File: config.mk
export PLATFORM = sky130hd
export DESIGN_NAME = pulse_sync_arbiter
export DESIGN_NICKNAME = d
export VERILOG_FILES = /design/src/rtl/pulse_sync_arbiter.sv
export SDC_FILE = /design/constraint.sdc
export NUM_CORES = 1
export LEC_CHECK = 0
export BUFFER_PORTS_ARGS = -buffer_cell sky130_fd_sc_hd__buf_2
export CAP_MARGIN = 0
export CORE_UTILIZATION = 23
export CTS_BUF_LIST = sky130_fd_sc_hd__clkbuf_4
export DETAILED_ROUTE_END_ITERATION = 10
export PLACE_DENSITY = 0.41
export SYNTH_ARGS = -nofsm -noshare
export SYNTH_HDL_FRONTEND = slang
export SYNTH_SLANG_ARGS = --single-unit
File: constraint.sdc
create_clock -name clk_a -period 3.2 [get_ports clk_a]
set_input_delay 0.16 -clock clk_a [delete_from_list [all_inputs] [get_ports clk_a]]
set_output_delay 0.16 -clock clk_a [all_outputs]
set_load 0.03 [all_outputs]
File: src/rtl/pulse_sync_arbiter.sv
// Round-robin arbiter that shares one pulse synchronizer between N_REQ fast-domain event sources.
// Build option: define PULSE_ARB_FIXED_PRIO_EN for fixed lowest-index-first priority.
module pulse_sync_arbiter #(
  parameter int unsigned N_REQ    = 4,
  parameter int unsigned ID_W     = 2,
  parameter int unsigned RISE_TMO = 4
) (
  input  logic             clk_a,
  input  logic             rst,
  input  logic [N_REQ-1:0] req_i,
  input  logic             sync_busy_i,
  output logic             sync_sig_o,
  output logic [ID_W-1:0]  evt_id_o,
  output logic [N_REQ-1:0] pending_o,
  output logic [N_REQ-1:0] drop_o,
  output logic [7:0]       drop_cnt_o,
  output logic             tmo_err_o
);

  localparam int unsigned CNT_W = 8;
  localparam int unsigned SUM_W = CNT_W + 1;
  localparam int unsigned POP_W = $clog2(N_REQ + 1);
  localparam int unsigned PTR_W = (N_REQ > 1) ? $clog2(N_REQ) : 1;
  localparam int unsigned TMO_W = $clog2(RISE_TMO + 1);

  typedef enum logic [2:0] {
    ST_IDLE,
    ST_LAUNCH,
    ST_WAIT_RISE,
    ST_WAIT_FALL,
    ST_GUARD
  } state_e;

  state_e             state_q, state_d;
  logic               sync_sig_q, sync_sig_d;
  logic               tmo_err_q, tmo_err_d;
  logic [ID_W-1:0]    evt_id_q, evt_id_d;
  logic [N_REQ-1:0]   pending_q, pending_d;
  logic [N_REQ-1:0]   drop_q, drop_d;
  logic [CNT_W-1:0]   drop_cnt_q, drop_cnt_d;
  logic [TMO_W-1:0]   tmo_cnt_q, tmo_cnt_d;
`ifndef PULSE_ARB_FIXED_PRIO_EN
  logic [PTR_W-1:0]   ptr_q, ptr_d;
`endif

  logic               found_c;
  logic [PTR_W-1:0]   winner_c;
  logic [N_REQ-1:0]   clr_c;
  logic [POP_W-1:0]   drop_pop_c;
  logic [SUM_W-1:0]   drop_sum_c;

  // Winner search over the pending vector
  always_comb begin
    found_c  = 1'b0;
    winner_c = '0;
`ifdef PULSE_ARB_FIXED_PRIO_EN
    for (int i = N_REQ - 1; i >= 0; i--) begin
      if (pending_q[i]) begin
        found_c  = 1'b1;
        winner_c = PTR_W'(i);
      end
    end
`else
    // Descending scan so the entry closest after the pointer is the last one kept
    for (int k = N_REQ; k >= 1; k--) begin
      if (pending_q[PTR_W'((int'(ptr_q) + k) % N_REQ)]) begin
        found_c  = 1'b1;
        winner_c = PTR_W'((int'(ptr_q) + k) % N_REQ);
      end
    end
`endif
  end

  // Transfer sequencing FSM: next state and registered-output next values
  always_comb begin
    state_d    = state_q;
    sync_sig_d = 1'b0;
    tmo_err_d  = 1'b0;
    evt_id_d   = evt_id_q;
    tmo_cnt_d  = tmo_cnt_q;
    clr_c      = '0;
`ifndef PULSE_ARB_FIXED_PRIO_EN
    ptr_d      = ptr_q;
`endif
    unique case (state_q)
      ST_IDLE: begin
        if (found_c) begin
          state_d         = ST_LAUNCH;
          sync_sig_d      = 1'b1;
          evt_id_d        = ID_W'(winner_c);
          clr_c[winner_c] = 1'b1;
`ifndef PULSE_ARB_FIXED_PRIO_EN
          ptr_d           = winner_c;
`endif
        end
      end
      ST_LAUNCH: begin
        state_d   = ST_WAIT_RISE;
        tmo_cnt_d = TMO_W'(1);
      end
      ST_WAIT_RISE: begin
        if (sync_busy_i) begin
          state_d = ST_WAIT_FALL;
        end else if (tmo_cnt_q == TMO_W'(RISE_TMO)) begin
          state_d   = ST_IDLE;
          tmo_err_d = 1'b1;
        end else begin
          tmo_cnt_d = tmo_cnt_q + TMO_W'(1);
        end
      end
      ST_WAIT_FALL: begin
        if (!sync_busy_i) begin
          state_d = ST_GUARD;
        end
      end
      ST_GUARD: begin
        state_d = ST_IDLE;
      end
      default: begin
        state_d = ST_IDLE;
      end
    endcase
  end

  // Request capture: a grant-clear and a same-cycle request resolve to set
  always_comb begin
    pending_d  = (pending_q & ~clr_c) | req_i;
    drop_d     = req_i & pending_q & ~clr_c;
    drop_pop_c = '0;
    for (int i = 0; i < N_REQ; i++) begin
      drop_pop_c = drop_pop_c + POP_W'(drop_d[i]);
    end
    drop_sum_c = SUM_W'(drop_cnt_q) + SUM_W'(drop_pop_c);
    drop_cnt_d = (drop_sum_c > SUM_W'(255)) ? CNT_W'(255) : drop_sum_c[CNT_W-1:0];
  end

  always_ff @(posedge clk_a or negedge rst) begin
    if (!rst) begin
      state_q    <= ST_IDLE;
      sync_sig_q <= 1'b0;
      tmo_err_q  <= 1'b0;
      evt_id_q   <= '0;
      pending_q  <= '0;
      drop_q     <= '0;
      drop_cnt_q <= '0;
      tmo_cnt_q  <= '0;
`ifndef PULSE_ARB_FIXED_PRIO_EN
      ptr_q      <= PTR_W'(N_REQ - 1);
`endif
    end else begin
      state_q    <= state_d;
      sync_sig_q <= sync_sig_d;
      tmo_err_q  <= tmo_err_d;
      evt_id_q   <= evt_id_d;
      pending_q  <= pending_d;
      drop_q     <= drop_d;
      drop_cnt_q <= drop_cnt_d;
      tmo_cnt_q  <= tmo_cnt_d;
`ifndef PULSE_ARB_FIXED_PRIO_EN
      ptr_q      <= ptr_d;
`endif
    end
  end

  assign sync_sig_o = sync_sig_q;
  assign evt_id_o   = evt_id_q;
  assign pending_o  = pending_q;
  assign drop_o     = drop_q;
  assign drop_cnt_o = drop_cnt_q;
  assign tmo_err_o  = tmo_err_q;

endmodule
==> results of run 1 <==
[cell usage in the layout (no fill, tap or decap), types with 3 or more instances in the layout]
| cell type | n |
|---|---|
| buf_2 | 26 |
| dfrtp_1 | 23 |
| nand2_1 | 13 |
| a21oi_1 | 12 |
| inv_1 | 11 |
| nor2_1 | 11 |
| buf_4 | 9 |
| clkbuf_4 | 4 |
| nor3_1 | 3 |
| nand2b_1 | 3 |
| nand3_1 | 3 |
| ha_1 | 3 |
| dfrtp_2 | 3 |
[registers in the layout, indices dropped and copies added (netlist names)]
name and flops:
drop_cnt_o 8, tmo_cnt_q 3, pending_o 4, state_q 3, sync_sig_o 1, drop_o 4
tmo_err_o 1, ptr_q 2, evt_id_o 2
[power by group through the flow]
stage | Sequential (mW) | Clock, mW | Combinational, mW
6_report | 0.682 | 0.160 | 1.24
5_1_grt | 0.706 | 0.189 | 1.38
4_1_cts | 0.678 | 0.171 | 1.21
3_5_place_dp | 0.681 | 0 | 1.17
3_3_place_gp | 0.678 | 0 | 1.16
2_1_floorplan | 0.871 | 0 | 0.609
[cell usage after synthesis (2+ instances only)]
cell and number:
dfrtp_1 26, nand2_1 13, a21oi_1 12, inv_1 11
nor2_1 11, nor3_1 5, fa_1 3, ha_1 3
nand2b_1 3, nand3_1 3, a21o_1 2, a31oi_1 2
dfstp_2 2, mux2i_1 2, o22a_1 2
[layout make-up]
| type | count | share of cell area |
|---|---|---|
| Clock buffer | 4 | 0.0169 |
| Inverter | 12 | 0.0254 |
| Sequential cell | 28 | 0.399 |
| Timing Repair Buffer | 37 | 0.123 |
| Multi-Input combinational cell | 87 | 0.385 |
| Tap cell | 72 | 0.0508 |
[cells by family (layout without fill, tap and decap cells)]
logic type | count (synthesis) | after routing | share of synthesized area
simple gates | 46 | 46 | 0.170
compound gates | 30 | 30 | 0.176
flops | 28 | 28 | 0.509
buf+inv | 13 | 53 | 0.0380
fa+ha+maj | 6 | 6 | 0.0706
mux | 4 | 4 | 0.0308
xor+xnor | 1 | 1 | 0.00634
[metal layers]
layer	vias up	global-route usage	part of all wire
li1	525	-	-
met4	0	0.0236	0.0059
met3	2	0.0320	0.046
met2	21	0.172	0.46
met1	515	0.139	0.49
met5	-	0	0
[worst max path at each step]
stage / start / end / slack (ns) / cells past startpoint
floorplan: pending_o[0] / drop_cnt_o[6] / 0.007 / 12
global placement: pending_o[0] / drop_cnt_o[6] / 0.02 / 11
detailed placement: pending_o[0] / drop_cnt_o[6] / -0.03 / 11
CTS: ptr_q[1] / drop_cnt_o[6] / 0.002 / 12
global route: pending_o[0] / drop_cnt_o[6] / -0.07 / 12
finish: ptr_q[1] / drop_cnt_o[6] / 0.09 / 12
[through the flow]
stage | cell area [sq um] | hold WS (ns) | utilization | power, mW | worst slack, ns
finish | 1770 | 0.0320 | 0.314 | 2.08 | 0.0913
global route | 1770 | 0.00719 | 0.314 | 2.27 | -0.0722
CTS | 1720 | 0.00621 | 0.305 | 2.06 | 0.00231
detailed placement | 1660 | 0.231 | 0.295 | 1.86 | -0.0263
global placement | 1660 | 0.239 | 0.295 | 1.84 | 0.0154
floorplan | 1390 | -0.136 | - | 1.48 | 0.00687
[worst max-delay path, stage by stage (launching register included)]
cell and delay (ns):
dfstp_2 0.60, and3b_2 0.21, o32a_1 0.19, o31ai_2 0.08, or2_1 0.25, fa_1 0.51
inv_1 0.05, fa_2 0.36, fa_2 0.37, and3_4 0.17, nand3_1 0.11, nor3_2 0.04
a21oi_1 0.11
[timing repair]
item	CTS	global route
endpoints found under the setup margin	2	7
endpoints found under the hold margin	26	1
hold buffers	1	1
resized for setup	2	7
pin swaps	0	3
setup buffers	1	0
==> impl_metrics.ini, run 1 <==
[run_status]
status = finished clean

[hold_path]
hold_end = pending_o[0]
min_from = req_i[0]
hold_depth = 3
hold_path_class = primary input to flip-flop

[clock_network]
clock_sinks = 28
clockBufferDepth = 2
cts_tree = done
insertion_delay_ns = 0.32
cts_buffers = 3
htreeDepth = 1
clock-root-buffer = clkbuf_4
clk_transition_reported_paths_ns = 0.15

[synthesis]
syn_avg_cell_area_sq_um = 10.8
synth_fp_nets = 141
synth.top_cells.by_area = dfrtp_1, a21oi_1, fa_1
synth-async-reset-ratio = 1.00
synth_warnings = 0
synth.top_cell.area_share = 0.471
syn_area_sq_um = 1380
synth.distinct_cells = 43
seq_area_frac_synth = 0.509
ys.flop_type = dfrtp_1
synth_seq_cells = 28
synth_top_area_cell = dfrtp_1
synth_edf_count = 0
syn_inst = 128

[route]
drc = 0
ant_nets = 0
vias_per_cell = 4.43
drt-initial-drc-count = 87
firstDrtPassIters = 3
wirelength_um = 3040
vias = 1063
wl_per_cell_um = 12.7

[critical_path]
cp-start-kind = flip-flop
worstSetupEndpointType = flip-flop
reg2regPathDepth = 12
crit_required_ns = 3.47
r2r_start = ptr_q[1]
cp_max_fo = 6
reg2reg_to = drop_cnt_o[6]
r2r_slack_ns = 0.09
path_class = flip-flop to flip-flop
worstPathArrival_ns = 3.37

[job]
max_cap_violations = 0

[floorplan]
die_w_um = 79.5
rows = 27
die_area_sq_um = 6330
initial_core_util = 0.245
die_h_um = 79.5
pin_count = 27
core_area_sq_um = 5640

[power_and_ir_drop]
ir_drop_v = 0.000470
internal_power_mw = 1.10
seqPwrFrac = 0.327
power_leakage_nw = 0.815
combPwrFrac = 0.596
power_density_nw_per_um2 = 1180
p_switching_uw = 984
swShare = 0.472
pwr-share-clk = 0.077

[timing]
fin_crit_ns = 3.11
hold_violations = 0
tns_ns = 0
finClkSkew_ns = 0.00303
max_freq_mhz = 322
finalCritPeriodShare = 0.971
setup_violations = 0
tightest_slew_ns = 0.652
drv_slew = 0
rsz0062_at_grt = yes
maxSlewHeadroom = 0.565

[global_route]
grt_pass1_wl_um = 5170
grt.total_usage = 0.106
grt_pass1_vias = 1114
overflow = 0
grt_max_degree = 29
grt_antenna_before_repair = 0

[layout]
seq_area_sq_um = 707
area_delta_synth_final_pct = 28.2
nFillCells = 572
stdcell_count = 240
antenna_cells = 0
multi_input_area_sq_um = 683
finalNetCount = 182
final_layout_size_suffix_gt1_frac = 0.363

[place]
portBuffers = 26
hpwlAfterDp_um = 2270
gp_congestion = 0.823
placed_cells = 233
Note: power is estimated with default switching activity, not from simulation.
==> run 2, diff against run 1 <==
RECOVER_POWER = 100   (was default)
==> run 2 against run 1 <==
Compared with the run above: the run now ends with max-capacitance violations, max-slew violations left; design area down 1.1%; non-clock buffer count unchanged; register-to-register slack about the same; first-iteration DRC count up 10%; cell count unchanged; core utilization down 0.33 points; critical path depth unchanged.
==> impl_metrics.ini, run 2 (synthesis gave the netlist of run 1 again) <==
[run_status]
status = finished with violations
failed_checks = max-capacitance violations, max-slew violations

[route]
vias_per_cell = 4.43
wl_per_cell_um = 12.7
vias = 1064
drc = 0
firstDrtPassIters = 3
wirelength_um = 3040
drt-initial-drc-count = 96
ant_nets = 0

[global_route]
grt_antenna_before_repair = 0
overflow = 0
grt.busiest_layer = met2
grt_pass1_vias = 1114
grt_max_degree = 29
gr-usage-met2 = 0.172
globalRouteMet1Util = 0.139
use_met3 = 0.0320
grt_pass1_wl_um = 5170
grt.total_usage = 0.106

[timing]
setup_violations = 0
maxSlewHeadroom = -0.0357
finClkSkew_ns = 0.00294
max_freq_mhz = 322
finalCritPeriodShare = 0.972
fin_crit_ns = 3.11
setup_slack_ns = 0.0905
hold_ws_ns = 0.0314
drv_slew = 29
tightest_slew_ns = 1.55
tns_ns = 0
rsz0062_at_grt = yes
hold_violations = 0

[place]
hpwlAfterDp_um = 2270
portBuffers = 26
gp_congestion = 0.823
detailed_place.area_sq_um = 1660
pre_cts_slack_ns = -0.0263
placed_cells = 233

[power_and_ir_drop]
ir_drop_v = 0.000470
power_mw = 2.06
power_density_nw_per_um2 = 1180
power_leakage_nw = 0.775

[floorplan]
die_w_um = 79.5
pin_count = 27
die_area_sq_um = 6330
core_area_sq_um = 5640
initial_core_util = 0.245
rows = 27
die_h_um = 79.5

[clock_network]
clock_sinks = 28
cts_buffers = 3
clock-root-buffer = clkbuf_4
cts_tree = done
insertion_delay_ns = 0.32
htreeDepth = 1
clockBufferDepth = 2
clk_transition_reported_paths_ns = 0.15

[critical_path]
path_class = flip-flop to flip-flop
worstPathArrival_ns = 3.38
cp-start-kind = flip-flop
worst-path-stages = 12
reg2regPathDepth = 12
crit_family = adder cells
path_cells = and3b_2, o32a_1, o31ai_2, or2_1, fa_1, inv_1, fa_2, fa_2, and3_4, nand3_1, nor3_2, a21oi_1
r2r_slack_ns = 0.09
cp_slowest_cell = dfstp_2
crit_buf_inv = 1
worstSetupEndpointType = flip-flop
crit_top_cell = fa_2
crit_required_ns = 3.47
crit_path_max_incr_delay_ns = 0.60
cp_max_fo = 6

[layout]
antenna_cells = 0
final_util = 0.311
finalNetCount = 182
stdcell_area_sq_um = 1750
final_cell_mix = dfrtp_1, buf_2, nand2_1, clkbuf_1, a21oi_1
final_layout_size_suffix_gt1_frac = 0.286
largest_register_ffs = 8
area_delta_synth_final_pct = 26.9
layout_commonest_cell = dfrtp_1
stdcell_count = 240

[job]
max_cap_violations = 1

[hold_path]
hold_path_class = primary input to flip-flop
hold_depth = 3
run 2: changes by cell type in the layout (fill, tap and decap cells not counted):
cell	change
clkbuf_1	+13
buf_4	-1
buf_2	-12
run 2: worst register-to-register path, cell delays in order, from the launching register on:
cell	delay (ns)
dfstp_2	0.60
and3b_2	0.21
o32a_1	0.19
o31ai_2	0.08
or2_1	0.25
fa_1	0.51
inv_1	0.05
fa_2	0.36
fa_2	0.37
and3_4	0.17
nand3_1	0.11
nor3_2	0.04
a21oi_1	0.11
run 2: cell type report:
type | instances | area [sq um]
repair buffers | 37 | 199
well taps | 72 | 90.1
fillers | 576 | 3890
multi-input cells | 87 | 683
inverters | 12 | 45.0
clock buffers | 4 | 30.0
flip-flops and latches | 28 | 707
run 2: power breakdown:
group          switching (mW)  leakage [nW]  internal [mW]
logic                   0.719         0.438          0.502
clock network           0.103        0.0184         0.0573
registers               0.164         0.319          0.520
total                   0.986         0.775           1.08
run 2: worst paths after layout:
kind                              from            end
max                           ptr_q[1]  drop_cnt_o[6]
min                           req_i[0]   pending_o[0]
max reg2reg                   ptr_q[1]  drop_cnt_o[6]
min reg2reg                evt_id_o[1]    evt_id_o[1]
max in group asynchronous          rst   pending_o[1]
min in group asynchronous          rst   tmo_cnt_q[0]
run 2: repair_timing:
item / 4_1_cts / 5_1_grt
hold endpoints to repair: 26 / 1
pin swaps: 0 / 3
hold buffers: 1 / 1
setup buffers: 1 / 0
resized for setup: 2 / 7
setup endpoints to repair: 2 / 7
run 2: per-layer routing:
metal,share of wire,up-vias
met3,0.045,2
met5,0,-
met1,0.49,517
met4,0.0059,0
li1,-,524
met2,0.46,21
==> run 3, diff against run 2 <==
RECOVER_POWER = 25   (was 100)
==> run 3 against run 2 <==
Compared with the run above: the run still ends with max-capacitance violations, max-slew violations left; register-to-register slack hardly changed; non-clock buffer count unchanged; die area did not move; critical path depth stayed put; hold slack is essentially flat; clock power is essentially flat; sequential share of layout area down 0.31 points; combinational power barely moved; global-route usage unchanged; wire length decreased by 0.33%; sequential cell count is the same; first-iteration DRC count decreased by 7.3%.
==> impl_metrics.ini, run 3 (synthesis gave the netlist of run 1 again) <==
[run_status]
status = finished with violations
failed_checks = max-capacitance violations, max-slew violations

[critical_path]
path_class = flip-flop to flip-flop
worstSetupEndpointType = flip-flop
cp_max_fo = 6
reg2regPathDepth = 12
crit_top_cell = fa_2
crit_path_max_incr_delay_ns = 0.60
crit_buf_inv = 1
crit_family = adder cells
path_cells = and3b_2, o32a_1, o31ai_2, or2_1, fa_1, inv_1, fa_2, fa_2, and3_4, nand3_1, nor3_2, a21oi_1
worst-path-stages = 12
cp_slowest_cell = dfstp_2
crit_required_ns = 3.47
cp-start-kind = flip-flop
worstPathArrival_ns = 3.37

[layout]
largest_register_ffs = 8
multi_input_area_sq_um = 683
final_util = 0.313
nFillCells = 575
layout_commonest_cell = buf_2
finalNetCount = 182
area_delta_synth_final_pct = 27.9
final_cell_mix = buf_2, dfrtp_1, nand2_1, a21oi_1
seq_area_sq_um = 707
final_layout_size_suffix_gt1_frac = 0.351
antenna_cells = 0

[floorplan]
die_w_um = 79.5
initial_core_util = 0.245
die_h_um = 79.5
pin_count = 27
rows = 27
core_area_sq_um = 5640
die_area_sq_um = 6330

[clock_network]
insertion_delay_ns = 0.32
clockBufferDepth = 2
clock_sinks = 28
clock-root-buffer = clkbuf_4
cts_tree = done
htreeDepth = 1
cts_buffers = 3
clk_transition_reported_paths_ns = 0.15

[global_route]
grt_pass1_vias = 1114
grt.busiest_layer = met2
globalRouteMet1Util = 0.139
use_met3 = 0.0320
overflow = 0
grt_max_degree = 29
grt_pass1_wl_um = 5170
grt.total_usage = 0.106
grt_antenna_before_repair = 0
gr-usage-met2 = 0.172

[place]
hpwlAfterDp_um = 2270
pre_cts_slack_ns = -0.0263
gp_congestion = 0.823
portBuffers = 26

[timing]
setup_slack_ns = 0.0912
maxSlewHeadroom = -0.0373
setup_violations = 0
hold_violations = 0
fin_crit_ns = 3.11
rsz0062_at_grt = yes
finalCritPeriodShare = 0.971
drv_slew = 29
max_freq_mhz = 322
finClkSkew_ns = 0.00259
tightest_slew_ns = 1.56

[power_and_ir_drop]
ir_drop_v = 0.000470
power_density_nw_per_um2 = 1170
power_leakage_nw = 0.808

[route]
vias = 1066
drc = 0
firstDrtPassIters = 4
vias_per_cell = 4.44
wirelength_um = 3030
ant_nets = 0
drt-initial-drc-count = 89
wl_per_cell_um = 12.6

[job]
max_cap_violations = 1

[hold_path]
hold_path_class = primary input to flip-flop
hold_depth = 3
run 3: repair_timing:
action / 4_1_cts / 5_1_grt
hold buffers: 1 / 1
resized for setup: 2 / 7
endpoints found under the setup margin: 2 / 7
endpoints found under the hold margin: 26 / 1
pin swaps: 0 / 3
setup buffers: 1 / 0
run 3: final timing paths:
path,startpoint,to,slack (ns)
max reg2reg,ptr_q[1],drop_cnt_o[6],0.09
min,req_i[0],pending_o[0],0.03
max,ptr_q[1],drop_cnt_o[6],0.09
min in group asynchronous,rst,tmo_cnt_q[0],0.73
min reg2reg,evt_id_o[1],evt_id_o[1],0.51
max in group asynchronous,rst,pending_o[1],1.46
run 3: worst min-delay path, delay by kind of cell:
kind | cells | cell delay [ns]
AND/OR/NAND/NOR | 1 | 0.05
buffers and inverters | 2 | 0.12
run 3: layer usage:
metal  vias up  part of all wire
met5         -                 0
li1        525                 -
met4         0            0.0059
met1       516              0.48
met3         2             0.049
met2        23              0.46
run 3: stage by stage:
step                      instance area [sq um]  power [mW]  hold slack, ns  std cells  setup TNS (ns)
after detailed placement                   1660        1.86           0.231        233         -0.0263
final                                      1770        2.08          0.0318        240               0
after global placement                     1660        1.84           0.239        233               0
after floorplan                            1390        1.48          -0.136        128               0
after global routing                       1770        2.27         0.00719        240         -0.0761
after CTS                                  1720        2.06         0.00621        239               0
run 3: area by class of cell:
class                   instances  share of cell area
clock buffers                   4              0.0170
inverters                      12              0.0255
multi-input cells              87               0.386
flip-flops and latches         28               0.400
well taps                      72              0.0510
repair buffers                 37               0.120
run 3: power by group:
| group | switching (mW) | internal [mW] | total, mW |
|---|---|---|---|
| Combinational | 0.718 | 0.517 | 1.24 |
| Clock | 0.103 | 0.0573 | 0.160 |
| Sequential | 0.162 | 0.520 | 0.681 |
